===== config.mk =====
export PLATFORM = sky130hd
export DESIGN_NAME = pio_mailbox_bridge
export DESIGN_NICKNAME = d
export VERILOG_FILES = /design/src/rtl/pio_mailbox_bridge.sv
export SDC_FILE = /design/constraint.sdc
export NUM_CORES = 1
export LEC_CHECK = 0
export CAP_MARGIN = 20
export CORE_ASPECT_RATIO = 0.5
export CORE_MARGIN = 4
export CORE_UTILIZATION = 53
export DETAILED_ROUTE_END_ITERATION = 7
export GPL_TIMING_DRIVEN = 0
export PLACE_DENSITY = 0.86
export SLEW_MARGIN = 20
export SYNTH_ARGS = -nofsm -noshare
export SYNTH_HDL_FRONTEND = slang
export SYNTH_SLANG_ARGS = --single-unit

===== constraint.sdc =====
create_clock -name clk_clk -period 6.9 [get_ports clk_clk]
set_input_delay 1.725 -clock clk_clk [delete_from_list [all_inputs] [get_ports clk_clk]]
set_output_delay 1.725 -clock clk_clk [all_outputs]
set_load 0.05 [all_outputs]

===== src/rtl/pio_mailbox_bridge.sv =====
// pio_mailbox_bridge
//   Command/result mailbox between the HPS PIO pair and N_CH coprocessor
//   channels. The HPS flips a request toggle in hps_cmd to issue one command:
//   either a dispatch to a channel (toggle/valid/ready handshake) or a pop of
//   the show-ahead result FIFO. Channels push results into the FIFO through a
//   round-robin arbiter. hps_status reflects the ack toggle, sticky error and
//   the FIFO head.
//
// Ports
//   clk_clk      single clock, rising edge
//   reset_reset  synchronous active-high reset
//   hps_cmd      {req_tog, op, clr_err, channel[CH_W], payload[PAY_W]}
//   hps_status   {ack_tog, head_valid, err, head_ch[CH_W], head_payload[PAY_W]}
//   cp_valid     one-hot command valid per channel
//   cp_payload   command payload shared by all channels
//   cp_ready     per-channel command ready
//   res_valid    per-channel result valid
//   res_data     result payloads, channel k at [k*PAY_W +: PAY_W]
//   res_ready    per-channel result accept
//
// Build option
//   PIO_BRIDGE_TIMEOUT_EN  when defined, a dispatch that sees no cp_ready
//                          within TIMEOUT_CYC cycles is dropped and sets err.
//
// state    | meaning
// ---------+------------------------------------------------------------
// RESYNC   | first cycle after reset, adopt current req toggle as ack
// IDLE     | wait for req toggle != ack, then pop or start a dispatch
// DISPATCH | hold cp_valid/cp_payload until the selected channel is ready
// ACK      | return the latched toggle on hps_status, back to IDLE

module pio_mailbox_bridge #(
    parameter int WORD_W      = 32,
    parameter int CH_W        = 2,
    parameter int FIFO_DEPTH  = 8,
    parameter int TIMEOUT_CYC = 1024,
    localparam int PAY_W      = WORD_W - 3 - CH_W,
    localparam int N_CH       = 2 ** CH_W
) (
    input  logic                  clk_clk,
    input  logic                  reset_reset,
    input  logic [WORD_W-1:0]     hps_cmd,
    output logic [WORD_W-1:0]     hps_status,
    output logic [N_CH-1:0]       cp_valid,
    output logic [PAY_W-1:0]      cp_payload,
    input  logic [N_CH-1:0]       cp_ready,
    input  logic [N_CH-1:0]       res_valid,
    input  logic [N_CH*PAY_W-1:0] res_data,
    output logic [N_CH-1:0]       res_ready
);

    localparam int CNT_W = $clog2(FIFO_DEPTH + 1);
    localparam int PTR_W = $clog2(FIFO_DEPTH);
    localparam int ENT_W = CH_W + PAY_W;
    localparam logic [CNT_W-1:0] DEPTH_C = CNT_W'(FIFO_DEPTH);

    typedef enum logic [1:0] {
        ST_RESYNC,
        ST_IDLE,
        ST_DISPATCH,
        ST_ACK
    } state_t;

    // Command register and field views
    logic [WORD_W-1:0] cmd_q;
    logic              cmd_tog;
    logic              cmd_op;
    logic              cmd_clr;
    logic [CH_W-1:0]   cmd_ch;
    logic [PAY_W-1:0]  cmd_pay;
    logic [N_CH-1:0]   cmd_onehot;

    assign cmd_tog = cmd_q[WORD_W-1];
    assign cmd_op  = cmd_q[WORD_W-2];
    assign cmd_clr = cmd_q[WORD_W-3];
    assign cmd_ch  = cmd_q[WORD_W-4 -: CH_W];
    assign cmd_pay = cmd_q[PAY_W-1:0];

    always_comb begin
        cmd_onehot         = '0;
        cmd_onehot[cmd_ch] = 1'b1;
    end

    // Not reset on purpose: RESYNC must see the toggle the HPS is already
    // presenting when reset releases, so a stale toggle never fires.
    always_ff @(posedge clk_clk) begin
        cmd_q <= hps_cmd;
    end

    // FSM registers
    state_t            state_q;
    logic              ack_q;
    logic              err_q;
    logic              lat_tog_q;
    logic [CH_W-1:0]   lat_ch_q;
    logic [N_CH-1:0]   cp_valid_q;
    logic [PAY_W-1:0]  cp_payload_q;

    // FIFO registers
    logic [ENT_W-1:0]  mem_q [FIFO_DEPTH];
    logic [PTR_W-1:0]  wr_ptr_q, wr_ptr_d;
    logic [PTR_W-1:0]  rd_ptr_q, rd_ptr_d;
    logic [CNT_W-1:0]  count_q, count_d;
    logic [CH_W-1:0]   rr_q, rr_d;
    logic              head_valid_q, head_valid_d;
    logic [ENT_W-1:0]  head_q, head_d;

    logic              cmd_new;
    logic              fifo_empty;
    logic              fifo_push;
    logic              fifo_pop;

    assign cmd_new    = (state_q == ST_IDLE) && (cmd_tog != ack_q);
    assign fifo_empty = (count_q == '0);
    assign fifo_pop   = cmd_new && cmd_op && !fifo_empty;

    // Round-robin arbiter: search starts at rr_q and wraps over CH_W bits.
    logic [PAY_W-1:0]  res_slice [N_CH];
    logic              grant_found;
    logic [CH_W-1:0]   grant_ch;
    logic [CH_W-1:0]   arb_idx;

    for (genvar k = 0; k < N_CH; k++) begin : g_slice
        assign res_slice[k] = res_data[k*PAY_W +: PAY_W];
    end

    always_comb begin
        grant_found = 1'b0;
        grant_ch    = '0;
        arb_idx     = '0;
        for (int i = 0; i < N_CH; i++) begin
            arb_idx = rr_q + CH_W'(i);
            if (!grant_found && res_valid[arb_idx]) begin
                grant_found = 1'b1;
                grant_ch    = arb_idx;
            end
        end
    end

    // Full is judged on the registered count, so a same-cycle pop does not
    // open a slot for a push.
    assign fifo_push = grant_found && (count_q < DEPTH_C);

    always_comb begin
        res_ready = '0;
        if (fifo_push && !reset_reset) begin
            res_ready[grant_ch] = 1'b1;
        end
    end

    always_comb begin
        wr_ptr_d = wr_ptr_q;
        rd_ptr_d = rd_ptr_q;
        rr_d     = rr_q;
        count_d  = count_q;
        if (fifo_push) begin
            wr_ptr_d = wr_ptr_q + 1'b1;
            rr_d     = grant_ch + 1'b1;
        end
        if (fifo_pop) begin
            rd_ptr_d = rd_ptr_q + 1'b1;
        end
        if (fifo_push && !fifo_pop) begin
            count_d = count_q + 1'b1;
        end else if (fifo_pop && !fifo_push) begin
            count_d = count_q - 1'b1;
        end
    end

    always_comb begin
        head_valid_d = !fifo_empty;
        head_d       = fifo_empty ? '0 : mem_q[rd_ptr_q];
    end

    always_ff @(posedge clk_clk) begin
        if (reset_reset) begin
            wr_ptr_q     <= '0;
            rd_ptr_q     <= '0;
            count_q      <= '0;
            rr_q         <= '0;
            head_valid_q <= 1'b0;
            head_q       <= '0;
        end else begin
            wr_ptr_q     <= wr_ptr_d;
            rd_ptr_q     <= rd_ptr_d;
            count_q      <= count_d;
            rr_q         <= rr_d;
            head_valid_q <= head_valid_d;
            head_q       <= head_d;
        end
    end

    always_ff @(posedge clk_clk) begin
        if (fifo_push) begin
            mem_q[wr_ptr_q] <= {grant_ch, res_slice[grant_ch]};
        end
    end

`ifdef PIO_BRIDGE_TIMEOUT_EN
    localparam int TMR_W = $clog2(TIMEOUT_CYC + 1);
    localparam logic [TMR_W-1:0] TMR_LOAD = TMR_W'(TIMEOUT_CYC - 1);
    logic [TMR_W-1:0] tmr_q;
`else
    logic timeout_unused;
    assign timeout_unused = (TIMEOUT_CYC > 0);
`endif

    always_ff @(posedge clk_clk) begin
        if (reset_reset) begin
            state_q      <= ST_RESYNC;
            ack_q        <= 1'b0;
            err_q        <= 1'b0;
            lat_tog_q    <= 1'b0;
            lat_ch_q     <= '0;
            cp_valid_q   <= '0;
            cp_payload_q <= '0;
`ifdef PIO_BRIDGE_TIMEOUT_EN
            tmr_q        <= '0;
`endif
        end else begin
            case (state_q)
                ST_RESYNC: begin
                    ack_q   <= cmd_tog;
                    state_q <= ST_IDLE;
                end
                ST_IDLE: begin
                    if (cmd_new) begin
                        lat_tog_q <= cmd_tog;
                        lat_ch_q  <= cmd_ch;
                        if (cmd_op) begin
                            // A pop on empty re-sets err even with clr_err.
                            if (fifo_empty) begin
                                err_q <= 1'b1;
                            end else if (cmd_clr) begin
                                err_q <= 1'b0;
                            end
                            state_q <= ST_ACK;
                        end else begin
                            if (cmd_clr) begin
                                err_q <= 1'b0;
                            end
                            cp_valid_q   <= cmd_onehot;
                            cp_payload_q <= cmd_pay;
`ifdef PIO_BRIDGE_TIMEOUT_EN
                            tmr_q        <= TMR_LOAD;
`endif
                            state_q      <= ST_DISPATCH;
                        end
                    end
                end
                ST_DISPATCH: begin
                    if (cp_ready[lat_ch_q]) begin
                        cp_valid_q <= '0;
                        state_q    <= ST_ACK;
                    end
`ifdef PIO_BRIDGE_TIMEOUT_EN
                    else if (tmr_q == '0) begin
                        cp_valid_q <= '0;
                        err_q      <= 1'b1;
                        state_q    <= ST_ACK;
                    end else begin
                        tmr_q <= tmr_q - 1'b1;
                    end
`endif
                end
                ST_ACK: begin
                    ack_q   <= lat_tog_q;
                    state_q <= ST_IDLE;
                end
                default: state_q <= ST_RESYNC;
            endcase
        end
    end

    assign cp_valid   = cp_valid_q;
    assign cp_payload = cp_payload_q;
    assign hps_status = {ack_q, head_valid_q, err_q, head_q};

endmodule


==> Word level (Yosys, flattened, before mapping) <==
Memory sizes are Yosys's and may differ from the RTL's. A register that Yosys moved wholly into a read port is not among the register bits.
Cells that the tools add are included.
{ "classes": {"magnitude_cmp": 11, "eq_ne": 7, "n_reduce_logical": 30, "mux": 42, "bitwise_logic": 2, "addsub": 8} }
{ "ops": {"columns": ["cell", "n"], "rows": [
  ["27-bit binary-select mux with 2-bit select", 1],
  ["27-bit two-way mux", 2],
  ["4-bit two-way mux", 6],
  ["2-bit by 3-bit less-than comparator with 1-bit output (second input constant)", 7],
  ["1-bit two-way mux", 17],
  ["1-bit logical AND", 12],
  ["2-bit two-way mux", 6],
  ["1-bit binary-select mux with 2-bit select", 5],
  ["4-bit one-hot mux with 2 select lines", 1],
  ["1-bit logical NOT", 7],
  ["3-bit by 1-bit adder with 3-bit output (second input constant)", 2],
  ["2-bit inequality test (second input constant)", 3],
  ["2-bit one-hot mux with 3 select lines", 1],
  ["2-bit nonzero test", 3],
  ["2-bit by 1-bit adder with 2-bit output (second input constant)", 2],
  ["2-bit adder (second input constant)", 2],
  ["4-bit by 1-bit adder with 4-bit output (second input constant)", 1],
  ["1-bit demux with 2-bit select", 2],
  ["2-bit == test (second input constant)", 2],
  ["2-bit by 1-bit >= comparator with 1-bit output (second input constant)", 2],
  ["4-bit logical NOT", 1],
  ["4-bit less-than comparator (second input constant)", 1],
  ["2-bit AND reduction", 2],
  ["4-bit AND reduction", 1],
  ["other kinds (10)", 11]
]} }
{ "totals": {"regBits": 83, "input_bits": 150, "ramBits": 232, "memories": 1, "word_cells": 114, "output_inout_bits": 67} }
{ "mem_list": {"columns": ["name", "depth", "width", "rd", "rd_ports_with_merged_regs", "write_ports", "line", "source"], "rows": [
  ["mem_q", 8, 29, 1, 1, 1, "100", "logic [ENT_W-1:0] mem_q [FIFO_DEPTH];"]
]} }

==> Depth between registers and ports, before layout <==
{ "depth": {"ltp_word": 17, "mapped_depth": 13} }

==> Worst setup path after synthesis <==
No wires, ideal clock.
{ "synth_path": {"path_type": "input -> register", "start": "in res_valid[0]", "end": "mem mem_q[4][0] (netlist bit), enable pin", "stages": 3, "setup_slack_ns": 1.302, "arrival_time_ns": 5.100, "required_time_ns": 6.402, "cell_sequence": "nor2_1 -> a21o_1 -> nor4b_1"} }
{ "synth_via": {"elab_chain_len": 15, "word_cells_on_any_way": 21} }
{ "synth_lines": {"columns": ["element", "line", "source"], "rows": [
  ["start: declaration", "47", "input logic [N_CH-1:0] res_valid,"],
  ["1-bit binary-select mux with 2-bit select", "133", "if (!grant_found && res_valid[arb_idx]) begin"],
  ["1-bit two-way mux (not written as such)", "133", null],
  ["1-bit two-way mux", "133", null],
  ["1-bit logical NOT", "133", null],
  ["1-bit logical AND", "133", null],
  ["1-bit two-way mux", "133", null],
  ["1-bit logical NOT", "133", null],
  ["1-bit logical AND", "133", null],
  ["1-bit two-way mux", "133", null],
  ["1-bit logical NOT", "133", null],
  ["1-bit logical AND", "133", null],
  ["1-bit two-way mux *", "133", null],
  ["1-bit logical AND *", "142", "assign fifo_push = grant_found && (count_q < DEPTH_C);"],
  ["1-bit two-way mux *", "194", "if (fifo_push) begin"],
  ["1-bit two-way mux (not written as such) *", "195", "mem_q[wr_ptr_q] <= {grant_ch, res_slice[grant_ch]};"],
  ["end: declaration", "100", null]
]} }
Every way passes the cells marked *; elsewhere a longest branch is shown, timed or not. The select of a mux whose other input is x is not followed.

==> Worst setup path after layout <==
{ "layout_path": {"start": "in res_valid[0]", "end": "out res_ready[0]"} }
{ "layout_via": {"elab_chain_len": 17, "word_cells_on_any_way": 30} }
{ "layout_lines": {"columns": ["element", "line", "source"], "rows": [
  ["1-bit binary-select mux with 2-bit select", "133", null],
  ["1-bit two-way mux (not written as such)", "133", null],
  ["1-bit two-way mux", "133", null],
  ["1-bit logical NOT", "133", null],
  ["1-bit logical AND", "133", null],
  ["1-bit two-way mux", "133", null],
  ["1-bit logical NOT", "133", null],
  ["1-bit logical AND", "133", null],
  ["[2 not listed]", null, null],
  ["1-bit logical AND", "133", null],
  ["2-bit two-way mux *", "133", null],
  ["net grant_ch[0]", "120", "logic [CH_W-1:0] grant_ch;"],
  ["2-bit by 3-bit less-than comparator with 1-bit output (not written as such) / 2-bit by 1-bit >= comparator with 1-bit output (equally long branches)", "147", "res_ready[grant_ch] = 1'b1;"],
  ["1-bit logical AND (not written as such)", "147", null],
  ["1-bit two-way mux (not written as such)", "147", null],
  ["1-bit demux with 2-bit select *", "147", null],
  ["4-bit two-way mux *", "146", "if (fifo_push && !reset_reset) begin"],
  ["end: declaration", "49", "output logic [N_CH-1:0] res_ready"]
]} }
The timed path passes the listed nets; every way through them passes the cells marked *. The select of a mux whose other input is x is not followed.

==> results.tsv <==
metric	value	unit
status	completed	
drt first pass iters	5	
minimum clock period	6.32	ns
pin count of the biggest net entering global routing	21	
gp weighted congestion	0.773	
CP Data Arrival Time	4.59	ns
CTS clk-pin slew, worst paths	0.07	ns
CTS tree	built	
CP Class	input port to output pin	
crit path cell chain	clkdlybuf4s50_1 -> nor2b_1 -> a21oi_1 -> o22ai_1 -> a21oi_1 -> buf_2 -> inv_1 -> ha_1 -> and2_1 -> clkdlybuf4s50_1	
total grt overflow	0	
first-pass GRT wire length	49500	um
initial antenna violation count	0	
critical-path maximum fanout	19	
actual slew at the worst max-slew pin	0.956	ns
critical path data required time	5.18	ns
Area contributors post-synth	edfxtp_1, dfxtp_1, mux4_2	
number of fill cells	1492	
cts hold-fix bufs	0	
count of flip-flops with a built-in enable after synthesis	232	
Yosys cell types	42	
Final Non-Filler Cells	1440	
Routed WL	32200	um
Mapped Area	13200	um^2
Power Density	382	nW/um^2
Fin. Hold Viols	0	
I/O pin total	217	
worst vdd ir	0.194	mV
asr flop ratio synth	0	%
Hold Crit Class	flop to flop	
DR iter-0 viols	778	
Initial Util	54.5	%
post-DP HPWL	21600	um
Crit. End Element	output pin	
CORE AREA	24300	um^2
flops & latches, synth	344	
synth cell count leaders	edfxtp_1, mux2i_1, dfxtp_1	
peak per-stage delay on the critical path	0.69	ns
Clk Latency, worst-skew pair	0.57	ns
Placed Cells	1388	
unrepaired setup endpoints after global routing	no	
Syn Area/Cell	16.5	um^2
Post-CTS Setup Bufs	0	
Startpoint Class	input port	
cts bufs inserted	28	
MaxCap Viol Count	0	
gr usage total	23.3	%
CTS Root Cell	clkbuf_16	
Via density	5.58	
share of cells above drive strength 1	15.8	%
Max clock buf depth	3	
Net Count, Synth	968	
ant diodes	0	
fin crit share	91.6	%
die extent in y	120	um
Syn. warnings	0	
die width	232	um
vias in the first global route	8768	
TNS Setup	0	ns
Final ANT Viol Nets	0	
Yosys top cell area share	52.6	%
LEAKAGE	5.92	nW
register area share after synthesis	69.6	%
Area growth, synth to finish	28.4	%
clock sinks	344	
Final setup violation count	0	
count leader, synth	edfxtp_1	
synthesized instance count	804	
fin nets	1246	
Main synth FF type	edfxtp_1	
Final Max Tran Viols	0	
die area	27700	um^2
leading area contributor after synthesis	edfxtp_1	
DR WL/cell	22.3	um
Slew HR	36.3	%
Std-Cell Rows	40	
DRC Markers	0	
Crit-path slowest cell	clkdlybuf4s50_1	
vias	8035	
skew final	0.0249	ns
# H-tree levels	1	
Port Buffers	215	
Max Clk Rate	0.158	GHz
Resized cells post-CTS	0	
==> layer usage <==
layer	GRT usage, %	routed length [um]	up-vias
li1	-	-	3587
met3	5.03	2470	68
met4	6.30	860	0
met5	0	0	-
met1	29.4	12000	4009
met2	41.4	16900	371
==> cell type report <==
type	count	area [um^2]	share of cell area (%)
buffer	46	267	1.57
multi-input combinational	402	3760	22.1
clock buffer	37	785	4.62
sequential	344	9210	54.2
tap	336	420	2.47
clock inverter	15	108	0.633
timing repair buffer	248	2400	14.1
inverter	12	45.0	0.265
==> worst max-delay path, delay by kind of cell <==
kind / cells / cell delay [ns]
buffers and inverters: 4 / 1.79
AND/OR/NAND/NOR: 2 / 0.32
adder cells (fa/ha/maj): 1 / 0.21
AO/OA/AOI/OAI: 3 / 0.53
==> sequential cells by signal, summed over array words and instances, names as in the netlist <==
name and count:
rd_ptr_q 3, head_q 29, err_q 1, cp_payload 27, ack_q 1, count_q 4, state_q 2, wr_ptr_q 3
lat_ch_q 2, lat_tog_q 1, cmd_q 32, head_valid_q 1, rr_q 2, mem_q 232, cp_valid 4
==> stage by stage <==
stage | utilization (%) | area (um^2) | power (mW) | worst slack, ns | hold slack, ns
global placement | 65.1 | 15800 | 4.79 | -2.12 | 0.421
detailed placement | 66.3 | 16100 | 4.94 | 0.610 | 0.431
floorplan | - | 13200 | 4.20 | 1.30 | 0.417
finish | 70.0 | 17000 | 6.50 | 0.581 | 0.434
CTS | 70.0 | 17000 | 6.52 | 0.577 | 0.438
global route | 70.0 | 17000 | 6.75 | 0.383 | 0.449
==> worst paths after layout <==
path / slack (ns) / endpoint / cells past startpoint / startpoint
worst max-delay path: 0.58 / res_ready[0] / 10 / res_valid[0]
worst min-delay path: 0.43 / cp_payload[26] / 2 / cmd_q[26]
worst max register to register: 3.89 / count_q[3] / 11 / count_q[3]
worst min register to register: 0.43 / cp_payload[26] / 2 / cmd_q[26]
==> layout by cell type (no fill, tap or decap), types with 3 or more instances in the layout <==
master	instances
edfxtp_1	232
clkdlybuf4s50_1	215
mux2i_1	117
dfxtp_1	112
nand2_1	71
mux4_2	59
nor2_1	50
a21oi_1	38
clkbuf_16	28
buf_4	27
clkbuf_1	21
buf_2	20
ha_1	13
inv_1	11
buf_6	10
clkinv_1	6
nand2b_1	6
clkinv_2	6
xor2_1	5
clkbuf_8	5
and2_1	4
buf_1	4
a21o_1	3
xnor2_1	3
==> kinds of logic (layout without fill, tap and decap cells) <==
family | count (synthesis) | in the layout | share of synthesized area (%)
xor gates and xnor gates | 8 | 8 | 0.529
DFF | 344 | 344 | 69.6
buffers and inverters | 58 | 358 | 2.35
adders and majority gates | 14 | 14 | 1.38
muxes | 177 | 177 | 19.0
AOI/OAI and AO/OA | 51 | 51 | 2.20
and+or+nand+nor | 152 | 152 | 5.00
==> report_power, final <==
group          switching [mW]  internal (mW)  total (mW)
clock network           0.723          0.840        1.56
logic                    1.22          0.776        2.00
registers               0.151           2.79        2.94
total                    2.09           4.40        6.50
(Power assumes the default switching activity.)
